### config.mk
export PLATFORM = sky130hd
export DESIGN_NAME = vreg_issue_ctrl_flat
export DESIGN_NICKNAME = d
export VERILOG_FILES = /design/src/rtl/vreg_issue_if.sv /design/src/rtl/vreg_issue_ctrl.sv /design/src/flat_wrapper.sv
export SDC_FILE = /design/constraint.sdc
export NUM_CORES = 1
export LEC_CHECK = 0
export ABC_AREA = 1
export BUFFER_PORTS_ARGS = -buffer_cell sky130_fd_sc_hd__buf_2
export CAP_MARGIN = 10
export CORE_ASPECT_RATIO = 0.75
export CORE_MARGIN = 2
export CORE_UTILIZATION = 30
export CTS_CLUSTER_DIAMETER = 50
export DETAILED_ROUTE_END_ITERATION = 10
export MAX_ROUTING_LAYER = met4
export PLACE_DENSITY = 0.81
export SYNTH_ARGS = -nofsm -noshare
export SYNTH_HDL_FRONTEND = slang
export SYNTH_SLANG_ARGS = --single-unit
export TNS_END_PERCENT = 30
### constraint.sdc
create_clock -name clk -period 1.9 [get_ports clk]
set_input_delay 0.19 -clock clk [delete_from_list [all_inputs] [get_ports clk]]
set_output_delay 0.19 -clock clk [all_outputs]
set_load 0.01 [all_outputs]
### src/rtl/vreg_issue_if.sv
// vreg_issue_if: instruction handshake, register-file selects and writeback bus of the issue controller
interface vreg_issue_if #(
    parameter int W = 64,
    parameter int N = 4
);
    logic         in_valid;
    logic         in_ready;
    logic [1:0]   in_src1;
    logic [1:0]   in_src2;
    logic [1:0]   in_dst;
    logic         in_wb;
    logic [1:0]   voper1;
    logic [1:0]   voper2;
    logic         ex_valid;
    logic [W-1:0] res_data;
    logic         wEnable;
    logic [1:0]   vresult;
    logic [W-1:0] dataIn;
    logic [N-1:0] sb_mask;
    logic         busy;
    modport master (
        output in_valid, in_src1, in_src2, in_dst, in_wb, res_data,
        input  in_ready, voper1, voper2, ex_valid, wEnable, vresult, dataIn, sb_mask, busy
    );
    modport slave (
        input  in_valid, in_src1, in_src2, in_dst, in_wb, res_data,
        output in_ready, voper1, voper2, ex_valid, wEnable, vresult, dataIn, sb_mask, busy
    );
endinterface

### src/rtl/vreg_issue_ctrl.sv
// vreg_issue_ctrl: in-order vector issue with scoreboard hazard stall and fixed-latency writeback
module vreg_issue_ctrl #(
    parameter int elementSize = 8,
    parameter int vectorSize  = 8,
    parameter int vectors     = 4,
    parameter int latency     = 3
) (
    input logic         clk,
    input logic         rst,
    vreg_issue_if.slave bus
);
    localparam int W = elementSize * vectorSize;
    logic [latency-1:0] p_v, p_wb;
    logic [1:0]         p_dst [latency];
    logic [vectors-1:0] sb, set_m, clr_m;
    logic [1:0]         last1, last2;
    logic [W-1:0]       wdata;
    logic               hz, rdy, acc, wb_now;
    // hazard check, issue selects and writeback port drive
    always_comb begin
        hz          = sb[bus.in_src1] | sb[bus.in_src2] | (bus.in_wb & sb[bus.in_dst]);
        rdy         = !rst & !hz;
        acc         = bus.in_valid & rdy;
        wb_now      = !rst & p_v[latency-1] & p_wb[latency-1];
        set_m       = (acc & bus.in_wb) ? vectors'(1) << bus.in_dst : '0;
        clr_m       = wb_now ? vectors'(1) << p_dst[latency-1] : '0;
        wdata       = wb_now ? bus.res_data : '0;
        bus.in_ready = rdy;
        bus.ex_valid = acc;
        bus.voper1   = acc ? bus.in_src1 : last1;
        bus.voper2   = acc ? bus.in_src2 : last2;
        bus.wEnable  = wb_now;
        bus.vresult  = wb_now ? p_dst[latency-1] : 2'd0;
        bus.dataIn   = wdata;
        bus.sb_mask  = sb;
        bus.busy     = |p_v;
    end
    // execution pipeline tracking {valid, wb, dst} per stage
    always_ff @(posedge clk) begin
        if (rst) begin
            p_v  <= '0;
            p_wb <= '0;
            for (int i = 0; i < latency; i++) p_dst[i] <= 2'd0;
        end else begin
            p_v[0]   <= acc;
            p_wb[0]  <= acc & bus.in_wb;
            p_dst[0] <= bus.in_dst;
            for (int i = 1; i < latency; i++) begin
                p_v[i]   <= p_v[i-1];
                p_wb[i]  <= p_wb[i-1];
                p_dst[i] <= p_dst[i-1];
            end
        end
    end
    // scoreboard: issue set takes priority over writeback clear
    always_ff @(posedge clk) begin
        if (rst) sb <= '0;
        else     sb <= (sb & ~clr_m) | set_m;
    end
    // read selects hold the last issued operands between issues
    always_ff @(posedge clk) begin
        if (rst) begin
            last1 <= 2'd0;
            last2 <= 2'd0;
        end else if (acc) begin
            last1 <= bus.in_src1;
            last2 <= bus.in_src2;
        end
    end
endmodule

### src/flat_wrapper.sv
// flat-port wrapper written by rule: the top's interface ports become plain ports
module vreg_issue_ctrl_flat 
#(
    parameter int elementSize = 8,
    parameter int vectorSize  = 8,
    parameter int vectors     = 4,
    parameter int latency     = 3
)
  (clk, rst, bus_in_valid, bus_in_src1, bus_in_src2, bus_in_dst, bus_in_wb, bus_res_data, bus_in_ready, bus_voper1, bus_voper2, bus_ex_valid, bus_wEnable, bus_vresult, bus_dataIn, bus_sb_mask, bus_busy);
  vreg_issue_if #(.W(64), .N(4)) bus_i ();
  input logic clk;
  input logic rst;
  input wire logic [$bits(bus_i.in_valid)-1:0] bus_in_valid;
  input wire logic [$bits(bus_i.in_src1)-1:0] bus_in_src1;
  input wire logic [$bits(bus_i.in_src2)-1:0] bus_in_src2;
  input wire logic [$bits(bus_i.in_dst)-1:0] bus_in_dst;
  input wire logic [$bits(bus_i.in_wb)-1:0] bus_in_wb;
  input wire logic [$bits(bus_i.res_data)-1:0] bus_res_data;
  output wire logic [$bits(bus_i.in_ready)-1:0] bus_in_ready;
  output wire logic [$bits(bus_i.voper1)-1:0] bus_voper1;
  output wire logic [$bits(bus_i.voper2)-1:0] bus_voper2;
  output wire logic [$bits(bus_i.ex_valid)-1:0] bus_ex_valid;
  output wire logic [$bits(bus_i.wEnable)-1:0] bus_wEnable;
  output wire logic [$bits(bus_i.vresult)-1:0] bus_vresult;
  output wire logic [$bits(bus_i.dataIn)-1:0] bus_dataIn;
  output wire logic [$bits(bus_i.sb_mask)-1:0] bus_sb_mask;
  output wire logic [$bits(bus_i.busy)-1:0] bus_busy;
  assign bus_i.in_valid = bus_in_valid;
  assign bus_i.in_src1 = bus_in_src1;
  assign bus_i.in_src2 = bus_in_src2;
  assign bus_i.in_dst = bus_in_dst;
  assign bus_i.in_wb = bus_in_wb;
  assign bus_i.res_data = bus_res_data;
  assign bus_in_ready = bus_i.in_ready;
  assign bus_voper1 = bus_i.voper1;
  assign bus_voper2 = bus_i.voper2;
  assign bus_ex_valid = bus_i.ex_valid;
  assign bus_wEnable = bus_i.wEnable;
  assign bus_vresult = bus_i.vresult;
  assign bus_dataIn = bus_i.dataIn;
  assign bus_sb_mask = bus_i.sb_mask;
  assign bus_busy = bus_i.busy;
  vreg_issue_ctrl #(.elementSize(elementSize), .vectorSize(vectorSize), .vectors(vectors), .latency(latency)) u_core (.clk(clk), .rst(rst), .bus(bus_i));
endmodule
==> results.md, run 1 <==
- Register area: 407.9 sq um
- Max-cap violations: 0
- Core area: 4467 sq um
- CP Capture Type: output port
- Worst setup SP type: flip-flop
- Worst skew pair latency: 260 ps
- # IOs: 152
- Die area: 5204 sq um
- Actual slew at the worst max-slew pin: 257.7 ps
- First-pass GRT wire length: 6582 um
- Hold slack: 216.1 ps
- Number of synthesis warnings: 0
- Worst Skew: 3.993 ps
- Status: complete, no violations
- ANT cells: 0
- Mean post-synth cell area: 5.351 sq um
- Final Cell Area: 2366 sq um
- Relative slew slack: 82.67%
- Fmax: 536.0 MHz
- Area after DPL: 2211 sq um
- CTS Sinks: 20
- Largest net degree at the start of global routing: 53
- R2R cell count: 9
- Seq/Total Area, Yosys: 28.78%
- DR WL/cell: 10.02 um
- Clk slew on worst S/H paths: 70 ps
- Placed Cells: 461
- Clock root buffer: clkbuf_8
- Final period utilization: 98.19%
- CP Depth: 9
- Port Buffers: 151
- Post-synthesis cell area: 1391 sq um
- Share of layout cells above drive strength 1: 45.15%
- Min-delay worst type: primary input to flip-flop
- DRT iter0 DRCs: 146
- Hold Path Stages: 3
- Initial antenna violation count: 0
- Crit Reg-Reg Endpoint: u_core.last2[0]
- Most frequent cells in the layout: buf_2, inv_1, nor2_1, nand2_1, dfxtp_1
- Cell mode on critical path: nor2_4
- Syn Nets: 334
- Critical Path Start: u_core.bus.sb_mask[0]
- CTS tree: built
- Congestion Overflow GR: 0
- Die W: 82.64 um
- Antenna viol nets, final: 0
- Met2 WL: 2393 um
- Fillers: 447
- Last element of the critical path: bus_voper2[0]
- Met1 wire length: 1835 um
- WP data required: 1710 ps
- CTS max path bufs: 2
- DP Worst Slack: 230.2 ps
- Commonest non-fill, non-tap cell in the layout: buf_2
- Vias in the first global route: 1566
- CP max stage delay: 370 ps
- Crit-path leading delay family: simple AND/OR/NAND/NOR gates
- GPL Wtd Cong: 0.9834
- Worst setup margin: 34.41 ps
- Critical R2R Launch: u_core.bus.sb_mask[0]
- Gr usage total: 16.29%
- Final hold vios: 0
- Reg-to-reg slack, setup: 390 ps
- Synth-to-layout area growth: 70.05%
- Critical Path Fanout Max: 5
- Detail Route met3 WL: 436 um
- Final net count: 487
- CP Buf/Inv Count: 2
- Synthesis-stage register bit count: 20
- Power per cell area: 466.4 nW/um^2
- Syn Inst Count: 260
- Die height: 62.98 um
- H-tree Lvls: 1
- Critical path class: flip-flop to output port
- Critical path's slowest cell: dfxtp_4
- Final Critical Period: 1866 ps
- Max-slew violations: 0
- Via count: 1904
- WP data arrival: 1680 ps
- DR pass1 iterations: 4
- DRC viols: 0
- Cell variety after synth: 18
- Vias per cell: 4.060
- TritonCTS buffer count: 3
- Final wirelength: 4699 um
- Top sig layer: met4
- Hpwl dp: 3699 um
- Footprint of the multi-input gates: 645.6 sq um
- Hold buffers post-CTS: 0
- Fin cells: 469
- Initial cell density of the core: 31.15%
- Row cnt: 21
- VDD IR max: 0.2308 mV
- Leakage: 1.743 nW
- Endpoints failing setup: 0
- Crit-path cells: nor2_4 > nor2_1 > o21ai_1 > nand3_1 > nor2_4 > nand2_4 > o21ai_4 > inv_1 > buf_2
kinds of logic after synthesis:
family | Yosys count | synth area share, %
flip-flops | 20 | 28.78
AND/OR/NAND/NOR | 121 | 35.70
AO/OA/AOI/OAI | 14 | 6.474
buffers and inverters | 105 | 29.05
final cells by class:
class	instances	share of cell area (%)
Tap cell	57	3.014
Multi-Input combinational cell	136	27.29
Sequential cell	20	17.24
Clock inverter	1	1.269
Timing Repair Buffer	157	34.37
Clock buffer	3	1.745
Inverter	95	15.07
cells in the mapped netlist:
cell,count,area [sq um]
inv_1,94,352.8
nor2_1,85,319.1
dfxtp_1,20,400.4
nand2_1,19,71.32
buf_1,6,22.52
nand2_2,5,31.28
a21oi_1,4,20.02
nand3_1,4,20.02
nand4_1,4,25.02
o21ai_0,4,20.02
o21ai_2,4,35.03
nor2_2,3,18.77
buf_2,2,10.01
o31ai_1,2,15.01
buf_6,1,11.26
clkbuf_1,1,3.750
inv_2,1,3.750
nor2_4,1,11.26
worst min path at each step:
stage / slack (ps) / startpoint / endpoint
6_report: 220 / bus_in_wb / u_core.p_wb[0]
5_1_grt: 220 / bus_in_wb / u_core.p_wb[0]
4_1_cts: 210 / bus_in_src1[1] / u_core.last1[1]
3_5_place_dp: 400 / u_core.p_dst[0][2] / u_core.p_dst[0][4]
3_3_place_gp: 390 / u_core.p_wb[1] / u_core.p_wb[2]
2_1_floorplan: 300 / bus_in_wb / u_core.p_wb[0]
routing by layer:
layer	track usage, %	up-vias
met5	-	-
met4	3.279	0
met3	4.191	2
met2	30.44	91
met1	16.90	799
li1	-	1012
power breakdown:
group	switching [mW]	internal, mW
clock network	0.142	0.281
logic	0.127	0.113
registers	0.00668	0.434
total	0.275	0.829
worst reg2reg max path: cells and delay by family (launching register included):
| family | cells | cell delay, ps |
|---|---|---|
| AOI/OAI and AO/OA | 2 | 270 |
| buffers and inverters | 1 | 130 |
| DFF | 1 | 370 |
| and+or+nand+nor | 6 | 620 |
flip-flops by register name (all words and copies together), names as in the netlist:
signal              count
u_core.bus.sb_mask      4
u_core.last1            2
u_core.last2            2
u_core.p_dst            6
u_core.p_v              3
u_core.p_wb             3
repair_timing:
item,CTS,global route
setup endpoints to repair,4,4
pin swaps,0,6
gates resized for setup,1,17
gates cloned,0,1
setup buffers,0,3
per-stage QoR:
stage / utilization, % / power (mW) / TNS (ps)
6_report: 52.97 / 1.103 / 0
5_1_grt: 52.97 / 1.169 / -269.1
3_3_place_gp: 49.50 / 0.6553 / 0
2_1_floorplan: - / 0.5525 / 0
4_1_cts: 51.20 / 1.083 / 0
3_5_place_dp: 49.50 / 0.6608 / 0
(Power assumes the default switching activity.)
==> inputs of run 2 (changes only) <==
- clock period: 1.9 -> 2.1 ns (I/O delays scaled with it)
==> run 2 against run 1 <==
Against the previous run:
- register-to-register slack gained 330 ps
- routed wire length shrank 1.4%
- die area is the same
- sequential share of layout area grew 0.21 points
- sequential power shrank 9.3%
- count of clock-buffer cells in the layout is the same
- critical path type unchanged
- clock skew is essentially flat
- highest routed layer unchanged
- non-clock buffer count shrank 2
- clock power shrank 8.5%
==> results.md, run 2 (same netlist as run 1, synthesis figures left out) <==
- Congestion Overflow GR: 0 (unchanged)
- Clock root buffer: clkbuf_8
- Die area: 5204 sq um (unchanged)
- Status: complete, no violations
- Max-cap violations: 0 (unchanged)
- Critical R2R Launch: u_core.bus.sb_mask[3]
- Max reg flops: 6 (unchanged)
- WP data required: 1890 ps (+180 ps)
- Worst Skew: 3.585 ps (-0.4079 ps)
- Power per cell area: 428.4 nW/um^2 (-8.1%)
- Final hold vios: 0 (unchanged)
- Critical Path Start: u_core.bus.sb_mask[3]
- CTS max path bufs: 2 (unchanged)
- Setup TNS: 0 ps (unchanged)
- Antenna viol nets, final: 0 (unchanged)
- DRT iter0 DRCs: 147 (+0.68%)
- Initial antenna violation count: 0 (unchanged)
- Via count: 1914 (+0.53%)
- Port Buffers: 151 (unchanged)
- Leakage: 1.725 nW (-1.1%)
- Grt peak-use layer: met2
- Final period utilization: 90.47%
- Endpoints failing setup: 0 (unchanged)
- Last element of the critical path: bus_voper1[0]
- Clk slew on worst S/H paths: 80 ps (about the same)
- Hold Path Stages: 3 (unchanged)
- Share of layout cells above drive strength 1: 42.54% (-2.6 points)
- Final Cell Area: 2295 sq um (-3.0%)
- Critical path class: flip-flop to output port
- Vias per cell: 4.107 (+1.2%)
- DP Worst Slack: 396.3 ps (+166.1 ps)
- Critical Path Fanout Max: 11 (+6)
- Met3 Use GR: 3.902% (-0.29 points)
- DR pass1 iterations: 4 (unchanged)
- Die W: 82.64 um (unchanged)
- Fin cells: 466 (-0.64%)
- DRC viols: 0 (unchanged)
- R2R cell count: 10 (+1)
- First-pass GRT wire length: 7058 um (+7.2%)
- Die height: 62.98 um (unchanged)
- Final wirelength: 4634 um (-1.4%)
- H-tree Lvls: 1 (unchanged)
- Biggest register: u_core.p_dst
- Initial cell density of the core: 31.15% (unchanged)
- Relative slew slack: 86.06% (+3.4 points)
- Core area: 4467 sq um (unchanged)
- Fillers: 458 (+2.5%)
- CTS tree: built
- Vias in the first global route: 1721 (+9.9%)
- Worst skew pair latency: 260 ps (about the same)
- CP Capture Type: output port
- Final net count: 484 (-0.62%)
- Synth-to-layout area growth: 64.93%
- VDD IR max: 0.3045 mV (+32%)
- Fmax: 526.4 MHz
- Most frequent cells in the layout: buf_2, inv_1, nor2_1, dfxtp_1, nand2_1
- Hold slack: 228.4 ps (+12.33 ps)
- Actual slew at the worst max-slew pin: 207.3 ps (-50.47 ps)
- Area after DPL: 2211 sq um (unchanged)
- Commonest non-fill, non-tap cell in the layout: buf_2
- Hpwl dp: 3799 um (+2.7%)
- WP data arrival: 1690 ps (about the same)
- Placed Cells: 461 (unchanged)
- CTS Sinks: 20 (unchanged)
- # IOs: 152 (unchanged)
- Row cnt: 21 (unchanged)
- Gr usage total: 17.60% (+1.3 points)
- Crit Reg-Reg Endpoint: u_core.last2[0]
- Worst setup margin: 200.2 ps (+165.8 ps)
- RSZ-0062 raised after global routing: no
- DR WL/cell: 9.944 um (-0.75%)
- Worst setup SP type: flip-flop
- Final core utilization: 51.37% (-1.6 points)
- Met1 Use GR: 18.25% (+1.3 points)
- GR Util met2: 31.45% (+1.0 points)
- Min-delay worst type: primary input to flip-flop
- Max-slew violations: 0 (unchanged)
- Largest net degree at the start of global routing: 56 (+5.7%)
- Reg-to-reg slack, setup: 720 ps (+330 ps)
- Final Critical Period: 1900 ps
- GPL Wtd Cong: 0.9431 (-4.1%)
- Total power: 983.0 uW (-11%)
- TritonCTS buffer count: 3 (unchanged)
- ANT cells: 0 (unchanged)
- Hold buffers post-CTS: 0 (unchanged)
==> run 2: cell type report <==
| cell class | instances | area, sq um | area share, % |
|---|---|---|---|
| clock buffer | 3 | 41.29 | 1.799 |
| clock inverter | 1 | 30.03 | 1.309 |
| inverter | 95 | 356.6 | 15.54 |
| multi-input combinational | 135 | 596.8 | 26.01 |
| sequential | 20 | 400.4 | 17.45 |
| tap | 57 | 71.32 | 3.108 |
| timing repair buffer | 155 | 798.3 | 34.79 |
==> run 2: repair_timing <==
item | in CTS | in global routing
resized for setup | 0 | 1
setup endpoints to repair | 0 | 4
setup buffers | 0 | 1
==> run 2: report_power, final <==
part           internal, mW  leakage [nW]  switching, mW  total (mW)
Clock                 0.255        0.0357          0.133       0.387
Combinational        0.0924          1.53          0.104       0.196
Sequential            0.394         0.163        0.00568       0.400
Total                 0.741          1.72          0.242       0.983
==> run 2: critical path: stages, from the launching register on <==
cell	delay (ps)
dfxtp_1	360
inv_1	100
nand2_1	50
nand3_1	80
nand2_1	50
inv_1	60
nand2_2	60
nor2_4	160
nand2_4	130
o21ai_2	170
inv_1	70
buf_2	140
==> run 2: how the worst min path moves through the flow <==
stage	start	endpoint
final	bus_in_wb	u_core.p_wb[0]
after global routing	bus_in_src2[1]	u_core.last2[1]
after CTS	bus_in_wb	u_core.p_wb[0]
after detailed placement	u_core.p_dst[0][1]	u_core.p_dst[0][3]
after global placement	u_core.p_wb[1]	u_core.p_wb[2]
after floorplan	bus_in_wb	u_core.p_wb[0]
==> run 2: routing by layer <==
metal	wire length [um]	part of all wire (%)
met2	2263	49
met1	1821	39
met5	0	0
met4	91	2.0
met3	457	9.9
==> inputs of run 3 (changes only) <==
- CTS_BUF_LIST: not set -> sky130_fd_sc_hd__clkbuf_4 sky130_fd_sc_hd__clkbuf_8
- MAX_ROUTING_LAYER: met4 -> not set
==> run 3 against run 2 <==
Against the previous run:
- sequential share of layout area unchanged
- critical endpoint unchanged
- largest power group unchanged
- largest cell class unchanged
- highest routed layer unchanged
- clock skew about the same
- final cell count unchanged
- global-route usage down 0.47 points
- via count unchanged
- worst setup slack about the same
- total power about the same
- first-iteration DRC count unchanged
- sequential cell count unchanged
- cell area unchanged
- register-to-register slack about the same
- combinational power about the same
==> results.md, run 3 (same netlist as run 1, synthesis figures left out) <==
- Crit-path cells: inv_1 > nand2_1 > nand3_1 > nand2_1 > inv_1 > nand2_2 > nor2_4 > nand2_4 > o21ai_2 > inv_1 > buf_2
- Die area: 5204 sq um (unchanged)
- CTS max path bufs: 2 (unchanged)
- Antenna viol nets, final: 0 (unchanged)
- Critical path's slowest cell: dfxtp_1
- Min-delay worst type: primary input to flip-flop
- Status: complete, no violations
- # IOs: 152 (unchanged)
- Worst setup margin: 200.5 ps (+0.2710 ps)
- Crit-path leading delay family: simple AND/OR/NAND/NOR gates
- H-tree Lvls: 1 (unchanged)
- Critical path class: flip-flop to output port
- Max-slew violations: 0 (unchanged)
- Biggest register: u_core.p_dst
- Share of layout cells above drive strength 1: 42.54% (unchanged)
- Most frequent cells in the layout: buf_2, inv_1, nor2_1, dfxtp_1, nand2_1
- Leakage: 1.725 nW (unchanged)
- Die W: 82.64 um (unchanged)
- Hold buffers post-CTS: 0 (unchanged)
- CP max stage delay: 360 ps (about the same)
- VDD IR max: 0.3045 mV (unchanged)
- Power per cell area: 428.3 nW/um^2 (about the same)
- Vias in the first global route: 1722 (+0.058%)
- First-pass GRT wire length: 7051 um (about the same)
- Largest net degree at the start of global routing: 56 (unchanged)
- Actual slew at the worst max-slew pin: 207.3 ps (unchanged)
- Hpwl dp: 3799 um (unchanged)
- Final period utilization: 90.45% (about the same)
- Synth-to-layout area growth: 64.93% (unchanged)
- CTS tree: built
- Met1 Use GR: 18.25% (unchanged)
- Clk slew on worst S/H paths: 80 ps (about the same)
- Die height: 62.98 um (unchanged)
- Final hold vios: 0 (unchanged)
- Max reg flops: 6 (unchanged)
- Critical Path Fanout Max: 11 (unchanged)
- Worst skew pair latency: 260 ps (about the same)
- DR WL/cell: 9.944 um (unchanged)
- Max-cap violations: 0 (unchanged)
- DP Worst Slack: 396.3 ps (unchanged)
- Clock root buffer: clkbuf_8
- Worst setup SP type: flip-flop
- Vias per cell: 4.107 (unchanged)
- CP Capture Type: output port
- Final wirelength: 4634 um (unchanged)
- CP Buf/Inv Count: 4 (unchanged)
- CTS Sinks: 20 (unchanged)
- Initial antenna violation count: 0 (unchanged)
- DRC viols: 0 (unchanged)
- WP data required: 1890 ps (about the same)
- Row cnt: 21 (unchanged)
- Port Buffers: 151 (unchanged)
- Hold slack: 228.7 ps (+0.2860 ps)
- Cell mode on critical path: inv_1
- Endpoints failing setup: 0 (unchanged)
- Via count: 1914 (unchanged)
- DRT iter0 DRCs: 147 (unchanged)
- GPL Wtd Cong: 0.9267 (-1.7%)
- DR pass1 iterations: 4 (unchanged)
- WP data arrival: 1690 ps (about the same)
- Met3 Use GR: 3.902% (unchanged)
- Initial cell density of the core: 31.15% (unchanged)
- Reg-to-reg slack, setup: 720 ps (about the same)
- Final Critical Period: 1900 ps (-0.2710 ps)
- TritonCTS buffer count: 3 (unchanged)
- Final net count: 484 (unchanged)
- Congestion Overflow GR: 0 (unchanged)
- GR Util met2: 31.45% (unchanged)
- Commonest non-fill, non-tap cell in the layout: buf_2
- Worst Skew: 3.592 ps (+0.007130 ps)
- Fmax: 526.4 MHz (about the same)
- Setup TNS: 0 ps (unchanged)
- ANT cells: 0 (unchanged)
- Grt peak-use layer: met2
- Total power: 982.8 uW (about the same)
- Gr usage total: 17.14% (-0.47 points)
- Relative slew slack: 86.06% (unchanged)
- Core area: 4467 sq um (unchanged)
- Fillers: 458 (unchanged)
- RSZ-0062 raised after global routing: no
[run 3: final timing paths]
path                         startpoint                 end  cells after the start
setup / recovery  u_core.bus.sb_mask[3]       bus_voper1[0]                     11
hold / removal                bus_in_wb      u_core.p_wb[0]                      3
setup reg to reg  u_core.bus.sb_mask[3]     u_core.last2[0]                     10
hold reg to reg      u_core.p_dst[0][1]  u_core.p_dst[0][3]                      2
[run 3: cell type report]
class                      instances  area, sq um  share of cell area [%]
timing repair buffer             155        798.3                   34.79
multi-input combinational        135        596.8                   26.01
sequential                        20        400.4                   17.45
inverter                          95        356.6                   15.54
tap                               57        71.32                   3.108
clock buffer                       3        41.29                   1.799
clock inverter                     1        30.03                   1.309
[run 3: tightest hold or removal path: cells and delay by family]
family | cells | cell delay (ps)
buf+inv | 2 | 200
simple gates | 1 | 40
[run 3: metal layers]
metal	share of wire [%]	vias to the layer above
met4	2.0	0
met5	0	-
met3	9.9	12
li1	-	1003
met2	49	101
met1	39	798
[run 3: timing repair]
item / in CTS / in global routing
gates resized for setup: 0 / 1
endpoints found under the setup margin: 0 / 4
setup buffers: 0 / 1
[run 3: where the power goes]
group | internal (mW) | total, mW | switching (mW)
combinational | 0.0924 | 0.196 | 0.104
clock | 0.255 | 0.387 | 0.133
sequential | 0.394 | 0.400 | 0.00568
total | 0.741 | 0.983 | 0.242
[run 3: per-stage QoR]
stage               cells  instance area, sq um  utilization (%)
global placement      461                  2211            49.50
global route          466                  2295            51.37
finish                466                  2295            51.37
CTS                   465                  2282            51.09
detailed placement    461                  2211            49.50
floorplan             260                  1391                -
